[config.mk]
export PLATFORM = sky130hd
export DESIGN_NAME = td4_register_file_flat
export DESIGN_NICKNAME = d
export VERILOG_FILES = /design/src/rtl/td4_register_file_pkg.sv /design/src/rtl/td4_register_file_if.sv /design/src/rtl/td4_register_file_load_counter.sv /design/src/rtl/td4_register_file.sv /design/src/flat_wrapper.sv
export SDC_FILE = /design/constraint.sdc
export NUM_CORES = 1
export LEC_CHECK = 0
export CORE_UTILIZATION = 42
export CTS_CLUSTER_DIAMETER = 100
export DETAILED_ROUTE_END_ITERATION = 10
export MAX_ROUTING_LAYER = met4
export PLACE_DENSITY = 0.86
export SLEW_MARGIN = 25
export SYNTH_ARGS = -nofsm -noshare
export SYNTH_HDL_FRONTEND = slang
export SYNTH_SLANG_ARGS = --single-unit
[constraint.sdc]
create_clock -name clk -period 1.7 [get_ports clk]
set_input_delay 0.34 -clock clk [delete_from_list [all_inputs] [get_ports clk]]
set_output_delay 0.34 -clock clk [all_outputs]
set_load 0.1 [all_outputs]
[src/rtl/td4_register_file_pkg.sv]
// Shared constants for the TD4 register set: data width and LOAD bit positions.
package td4_pkg;

  localparam int unsigned DATA_W = 4;

  // Bit positions within the active-low LOAD vector
  localparam int unsigned LD_A  = 0;
  localparam int unsigned LD_B  = 1;
  localparam int unsigned LD_C  = 2;
  localparam int unsigned LD_PC = 3;

  localparam int unsigned LOAD_W = 4;

endpackage : td4_pkg

[src/rtl/td4_register_file_if.sv]
// Register-file bus: load enables and shared load data in, register contents out.
//   load     : active-low per-register load enables (A, B, C, PC)
//   in_data  : shared load data (ALU result)
//   out_a/out_b/out_c : general and output-port registers
//   address  : program counter (instruction ROM address)
interface td4_register_file_if
  import td4_pkg::*;
#(
  parameter int unsigned WIDTH = DATA_W
);

  logic [LOAD_W-1:0] load;
  logic [WIDTH-1:0]  in_data;
  logic [WIDTH-1:0]  out_a;
  logic [WIDTH-1:0]  out_b;
  logic [WIDTH-1:0]  out_c;
  logic [WIDTH-1:0]  address;

  // Controller side: drives loads/data, observes registers
  modport master (
    output load, in_data,
    input  out_a, out_b, out_c, address
  );

  // Register-file side
  modport slave (
    input  load, in_data,
    output out_a, out_b, out_c, address
  );

endinterface : td4_register_file_if

[src/rtl/td4_register_file_load_counter.sv]
// 74HC161-style register: async active-low clear, active-low parallel load,
// count-up when enabled and not loading.
//   clk    : clock
//   clr_n  : asynchronous active-low clear
//   load_n : active-low synchronous parallel load (wins over counting)
//   cnt_en : count enable
//   d      : parallel load data
//   q      : register contents
module td4_load_counter #(
  parameter int unsigned WIDTH = 4
) (
  input  logic             clk,
  input  logic             clr_n,
  input  logic             load_n,
  input  logic             cnt_en,
  input  logic [WIDTH-1:0] d,
  output logic [WIDTH-1:0] q
);

  always_ff @(posedge clk or negedge clr_n) begin
    if (!clr_n) begin
      q <= '0;
    end else if (!load_n) begin
      q <= d;
    end else if (cnt_en) begin
      q <= q + WIDTH'(1);
    end
  end

endmodule : td4_load_counter

[src/rtl/td4_register_file.sv]
// TD4 architectural registers: A, B, output port C and the program counter.
// Each register loads the shared in_data when its LOAD bit is low; the PC
// otherwise counts up every clock, wrapping modulo 2^WIDTH.
//   clk : system clock
//   rst : asynchronous active-low reset, clears all registers
//   bus : td4_register_file_if slave (load, in_data in; out_a/b/c, address out)
module td4_register_file
  import td4_pkg::*;
#(
  parameter int unsigned WIDTH = DATA_W
) (
  input  logic                 clk,
  input  logic                 rst,
  td4_register_file_if.slave   bus
);

  logic [WIDTH-1:0] q_a;
  logic [WIDTH-1:0] q_b;
  logic [WIDTH-1:0] q_c;
  logic [WIDTH-1:0] q_pc;

  // Data registers hold when not loaded
  td4_load_counter #(.WIDTH(WIDTH)) u_reg_a (
    .clk    (clk),
    .clr_n  (rst),
    .load_n (bus.load[LD_A]),
    .cnt_en (1'b0),
    .d      (bus.in_data),
    .q      (q_a)
  );

  td4_load_counter #(.WIDTH(WIDTH)) u_reg_b (
    .clk    (clk),
    .clr_n  (rst),
    .load_n (bus.load[LD_B]),
    .cnt_en (1'b0),
    .d      (bus.in_data),
    .q      (q_b)
  );

  td4_load_counter #(.WIDTH(WIDTH)) u_reg_c (
    .clk    (clk),
    .clr_n  (rst),
    .load_n (bus.load[LD_C]),
    .cnt_en (1'b0),
    .d      (bus.in_data),
    .q      (q_c)
  );

  // Program counter: jump on load, otherwise always increments
  td4_load_counter #(.WIDTH(WIDTH)) u_reg_pc (
    .clk    (clk),
    .clr_n  (rst),
    .load_n (bus.load[LD_PC]),
    .cnt_en (1'b1),
    .d      (bus.in_data),
    .q      (q_pc)
  );

  assign bus.out_a   = q_a;
  assign bus.out_b   = q_b;
  assign bus.out_c   = q_c;
  assign bus.address = q_pc;

endmodule : td4_register_file

[src/flat_wrapper.sv]
// flat-port wrapper written by rule: the top's interface ports become plain ports
module td4_register_file_flat import td4_pkg::*;
#(
  parameter int unsigned WIDTH = DATA_W
)
  (clk, rst, bus_load, bus_in_data, bus_out_a, bus_out_b, bus_out_c, bus_address);
  td4_register_file_if #(.WIDTH(WIDTH)) bus_i ();
  input  logic clk;
  input  logic rst;
  input wire logic [$bits(bus_i.load)-1:0] bus_load;
  input wire logic [$bits(bus_i.in_data)-1:0] bus_in_data;
  output wire logic [$bits(bus_i.out_a)-1:0] bus_out_a;
  output wire logic [$bits(bus_i.out_b)-1:0] bus_out_b;
  output wire logic [$bits(bus_i.out_c)-1:0] bus_out_c;
  output wire logic [$bits(bus_i.address)-1:0] bus_address;
  assign bus_i.load = bus_load;
  assign bus_i.in_data = bus_in_data;
  assign bus_out_a = bus_i.out_a;
  assign bus_out_b = bus_i.out_b;
  assign bus_out_c = bus_i.out_c;
  assign bus_address = bus_i.address;
  td4_register_file #(.WIDTH(WIDTH)) u_core (.clk(clk), .rst(rst), .bus(bus_i));
endmodule
# == Yosys cells after proc, flatten, opt, wreduce, memory -nomap -nowiden ==
# Index checks and enable logic that the tools add are counted.
# totals
register_bits,16
out_inout_bits,16
word_cells,6
# classes
n_mux,1
addsub,1
# op_table
op,n
"4-bit by 1-bit adder with 4-bit output, second input constant",1
4-bit 2-to-1 mux,1

# == Logic depth before layout (Yosys ltp) ==
# Gate-level depths: netlist of the first run.
# depth
ltp_word,2
depth_mapped,3
mapped_depth_nobuf,3

# == By module ==
# A second synthesis of the first run with hierarchy kept.
# hier_totals
hier_cells,82
area_unflattened_um2,798.3
# modules_own_cells
module,n_inst,seq_area_each_um2,area_per_inst_um2,cells_per_inst
td4_load_counter,4,100.1,197.7,20
td4_register_file,1,0.0,7.5,2

# == Worst setup path before layout of the first run ==
# OpenSTA, ideal clock, no wires.
# synth_timing
path_kind,reg2reg
startpoint,register u_core.u_reg_pc.q[0]
endpoint,register u_core.u_reg_pc.q[1]
setup_ns,0.125
arrival_time_ns,1.539
setup_slack_ns,0.036
required_time_ns,1.575
path_stages_with_launch,3
path_cell_list,dfrtp_1 -> ha_1 -> mux2_2
# synth_between
elab_chain_len,2
# synth_lines
element,line,source
start: declaration,td4_register_file_load_counter.sv:17,output logic [WIDTH-1:0] q
start signal: assignment,td4_register_file_load_counter.sv:26,q <= q + WIDTH'(1);
4-bit by 1-bit adder with 4-bit output,td4_register_file_load_counter.sv:26,
4-bit 2-to-1 mux,td4_register_file_load_counter.sv:23,end else if (!load_n) begin
# No other way between the ends.
# A chain may end at the register's enable or synchronous reset.

# == Worst setup path after layout of the first run ==
# layout_timing
startpoint,register u_core.u_reg_pc.q[0]
endpoint,output port bus_address[0]
# layout_lines
element,line,source
end: declaration,flat_wrapper.sv:15,output wire logic [$bits(bus_i.address)-1:0] bus_address;
# No word-level cell between the ends.

==> flow_summary.json, run 1 <==
{
  "status": "finished, final reports clean",
  "power.share.switching_pct": 41.9,
  "die_x_um": 40.0,
  "routabilityCongestion": 0.697,
  "fmax_mhz": 764,
  "switchingPower_uw": 564,
  "path_buf_inv": 1,
  "n_antenna_cell": 0,
  "worst_pin_slew_ns": 0.245,
  "dpl.hpwl_um": 986,
  "highest_layer": "met4",
  "io_pins": 26,
  "io_buffers": 25,
  "setup_violations": 0,
  "timing.final.crit_share_pct": 77.0,
  "layout_common_cells": "buf_12 (16), dfrtp_1 (16), mux2_2 (10)",
  "std_cell_rows": 13,
  "yosysUniqueCellTypes": 12,
  "power.total_mw": 1.34,
  "multi_input_area_um2": 201,
  "place_area_um2": 1050,
  "cts_buffer_depth": 2,
  "syn_avg_cell_area_um2": 14.4,
  "p_comb_share_pct": 45.6,
  "overflow": 0,
  "cts_tree": "done",
  "seqPwrFrac_pct": 35.6,
  "timing.setup.tns_ns": 0,
  "maxCapViolCount": 0,
  "clkSlewWorstSetupHoldPaths_ns": 0.09,
  "die_h_um": 40.0,
  "vias": 440,
  "arrival_ns": 0.97,
  "core_area_um2": 1320,
  "crit_family": "flip-flops",
  "post_drt_via_cell_ratio": 5.00,
  "drcViolationCount": 0,
  "wl_per_cell_um": 15.4,
  "grt_usage_pct": 22.0,
  "holdBufCountCts": 0,
  "max_stage_delay_ns": 0.47,
  "wl_met3_um": 74,
  "grt_pass1_wl_um": 2040,
  "layout-drive-gt1-share_pct": 43.8,
  "slew_viol_final": 0,
  "relSlewSlack_pct": 83.6,
  "crit_path_top_delay_cell": "dfrtp_1",
  "first_iter_violations": 0,
  "cts_max_level": 1,
  "cts_setup_buffers": 0,
  "clockPowerShare_pct": 18.9,
  "cts_root_buffer": "clkbuf_4",
  "ant_nets": 0,
  "wl_um": 1350,
  "required_ns": 1.36,
  "r2r_slack_ns": 0.57,
  "first_global_vias": 438,
  "numCtsBuffers": 3,
  "grt_max_degree": 17,
  "synth.yosys.seq_area_share_pct": 66.1,
  "start_util_pct": 46.0,
  "end_kind": "output pin",
  "min_period_ns": 1.31,
  "met1_length_um": 552,
  "path_class": "reg -> out",
  "drt_first_pass_iters": 1,
  "seqCellArea_um2": 400,
  "worst_skew_pair.late_latency_ns": 0.29,
  "syn-cell-area_um2": 606,
  "synth_seq_cells": 16,
  "met2_length_um": 702,
  "leakage_nw": 0.484,
  "yosysWarnings": 0,
  "fin_area_um2": 1090,
  "rsz0062_at_grt": "false",
  "dieArea_um2": 1600,
  "synth_cells": 42,
  "area_growth_pct": 79.3,
  "power_density_nw_per_um2": 1240,
  "internal_power_uw": 781,
  "finalNetCount": 85,
  "nFillCells": 71,
  "antenna_found_initial": 0,
  "finalHoldViolations": 0,
  "synthesis.nets": 53,
  "min_path_type": "in -> async",
  "crit_chain": "buf_12",
  "cts_resized": 0,
  "crit_fanout": 4,
  "ir_worst_vdd_v": 0.00109,
  "start_kind": "flop",
  "clock-sinks": 16,
  "clock_skew_ns": 0.00152
}
-- sequential cells by signal (all words and copies together) (netlist names) --
name and count:
u_core.u_reg_pc.q 4, u_core.u_reg_a.q 4, u_core.u_reg_b.q 4, u_core.u_reg_c.q 4
-- cells by family after synthesis --
| family | after synthesis | share of synthesized area (%) |
|---|---|---|
| buffers and inverters | 1 | 0.619 |
| muxes | 11 | 20.2 |
| DFF | 16 | 66.1 |
| and+or+nand+nor | 6 | 3.93 |
| adders and majority gates | 1 | 2.07 |
| AOI/OAI and AO/OA | 5 | 4.13 |
| xor gates and xnor gates | 2 | 2.89 |
-- worst paths after layout --
path                                       from  cells past startpoint              endpoint
max                        u_core.u_reg_pc.q[0]                      1        bus_address[0]
min                                         rst                      2   u_core.u_reg_a.q[0]
max reg2reg                u_core.u_reg_pc.q[0]                      2  u_core.u_reg_pc.q[1]
min reg2reg                 u_core.u_reg_b.q[0]                      2   u_core.u_reg_b.q[0]
max in group asynchronous                   rst                      2   u_core.u_reg_c.q[1]
min in group clk            u_core.u_reg_b.q[0]                      2   u_core.u_reg_b.q[0]
-- final cells by class --
class	instances	share of cell area, %
Clock buffer	4	3.34
Multi-Input combinational cell	25	18.5
Sequential cell	16	36.9
Inverter	1	0.346
Tap cell	15	1.73
Timing Repair Buffer	27	39.2
-- worst reg2reg max path: stages (launching register included) --
cell and delay (ns):
dfrtp_1 0.46, ha_1 0.31, mux2_2 0.26
-- cells in the mapped netlist (all sizes together) --
library cell   n  area [um^2]
a21oi          2         10.0
dfrtp         16          400
ha             1         12.5
inv            1         3.75
mux2          10          113
mux2i          1         10.0
nand2          3         11.3
nand3          1         5.00
nor2           2         7.51
o21ai          3         15.0
xnor2          1         8.76
xor2           1         8.76
-- stage by stage --
stage                     instances  hold slack [ns]  setup WS (ns)  util (%)
after detailed placement         84            0.549          0.267      79.7
after global routing             88            0.365          0.348      82.4
after CTS                        88            0.351          0.377      82.4
final                            88            0.351          0.391      82.4
after global placement           84            0.524          0.289      79.7
after floorplan                  42           0.0444         0.0358         -
-- routing by layer --
| metal | GRT usage, % | vias to the layer above |
|---|---|---|
| li1 | - | 206 |
| met1 | 28.4 | 212 |
| met2 | 31.0 | 18 |
| met3 | 7.78 | 4 |
| met4 | 10.3 | 0 |
| met5 | - | - |
-- power groups by stage --
| stage | Combinational (mW) | Clock [mW] | Sequential [mW] |
|---|---|---|---|
| final | 0.612 | 0.254 | 0.478 |
| after global routing | 0.631 | 0.272 | 0.483 |
| after CTS | 0.617 | 0.263 | 0.478 |
| after detailed placement | 0.614 | 0 | 0.484 |
| after global placement | 0.608 | 0 | 0.481 |
| after floorplan | 0.0557 | 0 | 0.775 |
Note: power is estimated with default switching activity, not from simulation.
==> run 2: changes to the inputs <==
- CORE_UTILIZATION: 42 -> 35
- PLACE_DENSITY: 0.86 -> 0.77
- clock period: 1.7 -> 1.14 ns (I/O delays scaled with it)
==> run 2 against run 1 <==
The run now ends with design-rule violations, negative setup slack left. Sequential power up 53%. Highest routed layer unchanged. First-iteration DRC count is 6 higher. Clock power grew 44%. Setup slack got worse by 0.46 ns. Non-clock buffer count is 4 higher. Routed wire length rose by 2.8%. Final area grew 6.9%.
==> flow_summary.json, run 2 (synthesis results as in run 1) <==
{
  "max_stage_delay_ns": 0.52,
  "drcViolationCount": 1,
  "leakage_nw": 0.491,
  "std_cell_rows": 14,
  "start_util_pct": 38.8,
  "min_path_type": "in -> async",
  "min_period_ns": 1.21,
  "clock-sinks": 16,
  "maxCapViolCount": 0,
  "routabilityCongestion": 0.747,
  "clock_skew_ns": 0.00318,
  "seqPwrFrac_pct": 35.7,
  "cts_root_buffer": "clkbuf_4",
  "clkSlewWorstSetupHoldPaths_ns": 0.09,
  "grt_usage_pct": 18.8,
  "area_growth_pct": 91.7,
  "required_ns": 0.91,
  "io_buffers": 25,
  "first_iter_violations": 6,
  "layout-drive-gt1-share_pct": 68.8,
  "p_comb_share_pct": 46.4,
  "preCtsSetupSlack_ns": -0.145,
  "dpl.cell_count": 87,
  "timing.setup.tns_ns": -0.171,
  "path_class": "reg -> out",
  "n_antenna_cell": 0,
  "wl_per_cell_um": 14.9,
  "crit_family": "flip-flops",
  "first_global_vias": 537,
  "crit_chain": "buf_12",
  "vias": 458,
  "post_drt_via_cell_ratio": 4.92,
  "cp-startpoint": "u_core.u_reg_pc.q[0]",
  "grt_max_degree": 17,
  "holdBufCountCts": 0,
  "drt_first_pass_iters": 6,
  "final_common_cell": "buf_12",
  "power.share.switching_pct": 40.9,
  "worst_pin_slew_ns": 0.217,
  "numCtsBuffers": 3,
  "ir_worst_vdd_v": 0.00102,
  "worst_skew_pair.late_latency_ns": 0.28,
  "dieArea_um2": 1900,
  "crit_path_top_delay_cell": "dfrtp_4",
  "layout_common_cells": "buf_12 (16), dfrtp_2 (13), mux2_2 (9), clkdlybuf4s50_1 (9), buf_4 (6)",
  "core_area_um2": 1560,
  "finalNetCount": 89,
  "power_density_nw_per_um2": 1770,
  "crit_fanout": 3,
  "power.total_mw": 2.05,
  "end_kind": "output pin",
  "clockPowerShare_pct": 17.9,
  "cts_tree": "done",
  "stdcell_count": 93,
  "status": "complete, but fails checks",
  "overflow": 0,
  "wl_um": 1390,
  "start_kind": "flop",
  "io_pins": 26,
  "die_x_um": 43.6,
  "die_h_um": 43.6,
  "antenna_found_initial": 0,
  "r2r-start": "u_core.u_reg_pc.q[0]",
  "setup_slack_ns": -0.0690,
  "timing.final.crit_share_pct": 106,
  "cts_max_level": 1,
  "setup_violations": 3,
  "ant_nets": 0,
  "path_buf_inv": 1,
  "fmax_mhz": 827,
  "relSlewSlack_pct": 85.5,
  "slew_viol_final": 0,
  "cts_buffer_depth": 2,
  "internal_power_mw": 1.21,
  "arrival_ns": 0.98,
  "violations": "design-rule violations, negative setup slack",
  "rsz0062_at_grt": "true",
  "grt_pass1_wl_um": 2420,
  "finalHoldViolations": 0,
  "switchingPower_uw": 840
}
[run 2: cell types whose count changed in the layout (fill, tap and decap cells not counted), sizes merged]
cell and delta:
buf +4
[run 2: final timing paths]
check | end | slack, ns | cells past startpoint
max in group asynchronous | u_core.u_reg_pc.q[0] | 0.69 | 2
worst max register to register | u_core.u_reg_pc.q[3] | 0.01 | 4
worst min-delay path | u_core.u_reg_b.q[2] | 0.25 | 2
worst max-delay path | bus_address[0] | -0.07 | 1
min in group clk | u_core.u_reg_a.q[0] | 0.54 | 2
worst min register to register | u_core.u_reg_a.q[0] | 0.54 | 2
[run 2: what timing repair did]
item | in CTS | in global routing
resized for setup | 0 | 1
endpoints found under the setup margin | 3 | 9
pin swaps | 1 | 1
hold endpoints to repair | 0 | 0
setup buffers | 2 | 0
[run 2: stage by stage]
step	cell area (um^2)	hold WS, ns	utilization (%)
6_report	1160	0.251	74.5
3_5_place_dp	1110	0.522	70.9
5_1_grt	1160	0.288	74.5
3_3_place_gp	1110	0.506	70.9
4_1_cts	1160	0.254	74.2
2_1_floorplan	646	-0.0676	-
[run 2: routing by layer]
metal	share of wire, %	GRT usage, %	vias to the layer above	routed length (um)
li1	-	-	215	-
met1	41	21.5	226	566
met2	55	32.8	15	761
met3	3.2	2.50	2	45
met4	1.2	7.50	0	16
met5	0	-	-	0
[run 2: power groups by stage]
stage,registers (mW),clock network (mW),logic (mW)
floorplan,1.19,0,0.0863
global placement,0.745,0,0.922
detailed placement,0.750,0,0.935
CTS,0.734,0.385,0.954
global route,0.743,0.392,0.987
finish,0.732,0.367,0.953
[run 2: final cells by class]
type | count | area [um^2]
multi-input combinational | 25 | 218
inverter | 1 | 3.75
sequential | 16 | 428
fill | 100 | 398
clock buffer | 4 | 36.3
tap | 16 | 20.0
timing repair buffer | 31 | 455
==> run 3: changes to the inputs <==
- CAP_MARGIN: not set -> 0
- CORE_MARGIN: not set -> 1.5
- REMOVE_ABC_BUFFERS: not set -> 1
==> run 3 against run 2 <==
The run still ends with design-rule violations, negative setup slack left. Cell count increased by 5.4%. Clock-buffer cell count stayed put. Flip-flop and latch count is the same. Register-to-register slack got worse by 0.03 ns. First-iteration DRC count decreased by 50%. Critical path depth rose by 1. Global-route usage shrank 2.1 points. Utilization grew 0.16 points. Largest cell class unchanged.
==> flow_summary.json, run 3 (synthesis results as in run 1) <==
{
  "drt_first_pass_iters": 6,
  "grt_pass1_wl_um": 2230,
  "internal_power_mw": 1.22,
  "io_buffers": 25,
  "setup_violations": 3,
  "end_kind": "output pin",
  "slew_viol_final": 0,
  "die_h_um": 44.6,
  "violations": "design-rule violations, negative setup slack",
  "worst_pin_slew_ns": 0.202,
  "clockPowerShare_pct": 17.9,
  "finalHoldViolations": 0,
  "wl_um": 1330,
  "required_ns": 0.91,
  "fmax_mhz": 830,
  "switchingPower_uw": 838,
  "dpl.hpwl_um": 1100,
  "cts_root_buffer": "clkbuf_4",
  "crit_fanout": 2,
  "antenna_found_initial": 0,
  "p_comb_share_pct": 48.0,
  "path_class": "reg -> out",
  "timing.final.crit_share_pct": 106,
  "clock_skew_ns": 0.00250,
  "worst_skew_pair.late_latency_ns": 0.29,
  "layout-drive-gt1-share_pct": 51.2,
  "die_x_um": 44.6,
  "start_util_pct": 38.8,
  "first_global_vias": 477,
  "cts_tree": "done",
  "timing.setup.tns_ns": -0.135,
  "relSlewSlack_pct": 86.5,
  "clkSlewWorstSetupHoldPaths_ns": 0.09,
  "numCtsBuffers": 3,
  "drcViolationCount": 3,
  "finalNetCount": 94,
  "ant_nets": 0,
  "cts_buffer_depth": 2,
  "grt_usage_pct": 16.7,
  "min_period_ns": 1.21,
  "routabilityCongestion": 0.744,
  "first_iter_violations": 3,
  "dieArea_um2": 1990,
  "cts_max_level": 1,
  "std_cell_rows": 14,
  "io_pins": 26,
  "preCtsSetupSlack_ns": -0.156,
  "ir_worst_vdd_v": 0.00103,
  "setup_slack_ns": -0.0653,
  "maxCapViolCount": 0,
  "power_density_nw_per_um2": 1770,
  "rsz0062_at_grt": "true",
  "overflow": 0,
  "seqPwrFrac_pct": 34.0,
  "vias": 463,
  "layout_common_cells": "buf_12 (16), dfrtp_1 (15), mux2_2 (10)",
  "n_antenna_cell": 0,
  "final_common_cell": "buf_12",
  "status": "complete, but fails checks",
  "grt_max_degree": 17,
  "arrival_ns": 0.98,
  "wl_per_cell_um": 13.6,
  "leakage_nw": 0.529,
  "min_path_type": "in -> async",
  "clock-sinks": 16,
  "start_kind": "flop",
  "post_drt_via_cell_ratio": 4.72,
  "power.share.switching_pct": 40.8,
  "holdBufCountCts": 0,
  "area_growth_pct": 92.1,
  "core_area_um2": 1560
}
[run 3: what timing repair did]
action	CTS	global route
buffers inserted	3	2
endpoints found under the setup margin	3	16
resized for setup	2	1
pin swaps	0	1
[run 3: per-layer routing]
metal  vias up  global-route usage, %  wire length, um
met3         3                   2.45               48
met4         0                   9.09               21
met2        14                   27.5              680
met5         -                      -                0
met1       220                   19.2              583
li1        226                      -                -
[run 3: worst paths after layout]
check / to / from / slack (ns) / cells after the start
worst min register to register: u_core.u_reg_a.q[0] / u_core.u_reg_a.q[0] / 0.55 / 2
worst max-delay path: bus_address[1] / u_core.u_reg_pc.q[1] / -0.07 / 2
worst min-delay path: u_core.u_reg_b.q[3] / rst / 0.24 / 2
max in group asynchronous: u_core.u_reg_pc.q[2] / rst / 0.71 / 2
worst max register to register: u_core.u_reg_pc.q[1] / u_core.u_reg_pc.q[1] / -0.02 / 3
min in group clk: u_core.u_reg_a.q[0] / u_core.u_reg_a.q[0] / 0.55 / 2
[run 3: metrics by stage]
stage                     util (%)  hold WS, ns  area (um^2)  cells  power, mW
final                         74.6        0.243         1160     98       2.06
after global routing          74.6        0.271         1160     98       2.13
after CTS                     73.6        0.240         1150     96       2.06
after detailed placement      69.3        0.531         1080     89       1.66
after global placement        69.3        0.520         1080     89       1.65
after floorplan                  -      -0.0676          606     42       1.24
[run 3: critical path: stages, from the launching register on]
cell     delay, ns
dfrtp_1       0.41
buf_6         0.13
buf_12        0.15
[run 3: cell type report]
| type | instances | area [um^2] |
|---|---|---|
| flip-flops and latches | 16 | 402 |
| inverters | 1 | 3.75 |
| fillers | 88 | 395 |
| repair buffers | 36 | 500 |
| clock buffers | 4 | 36.3 |
| multi-input cells | 25 | 201 |
| well taps | 16 | 20.0 |
[run 3: power groups by stage]
stage	Combinational (mW)	Clock, mW	Sequential (mW)
after floorplan	0.0831	0	1.16
after global routing	1.02	0.404	0.710
after detailed placement	0.950	0	0.711
final	0.987	0.369	0.700
after global placement	0.942	0	0.708
after CTS	0.978	0.381	0.701
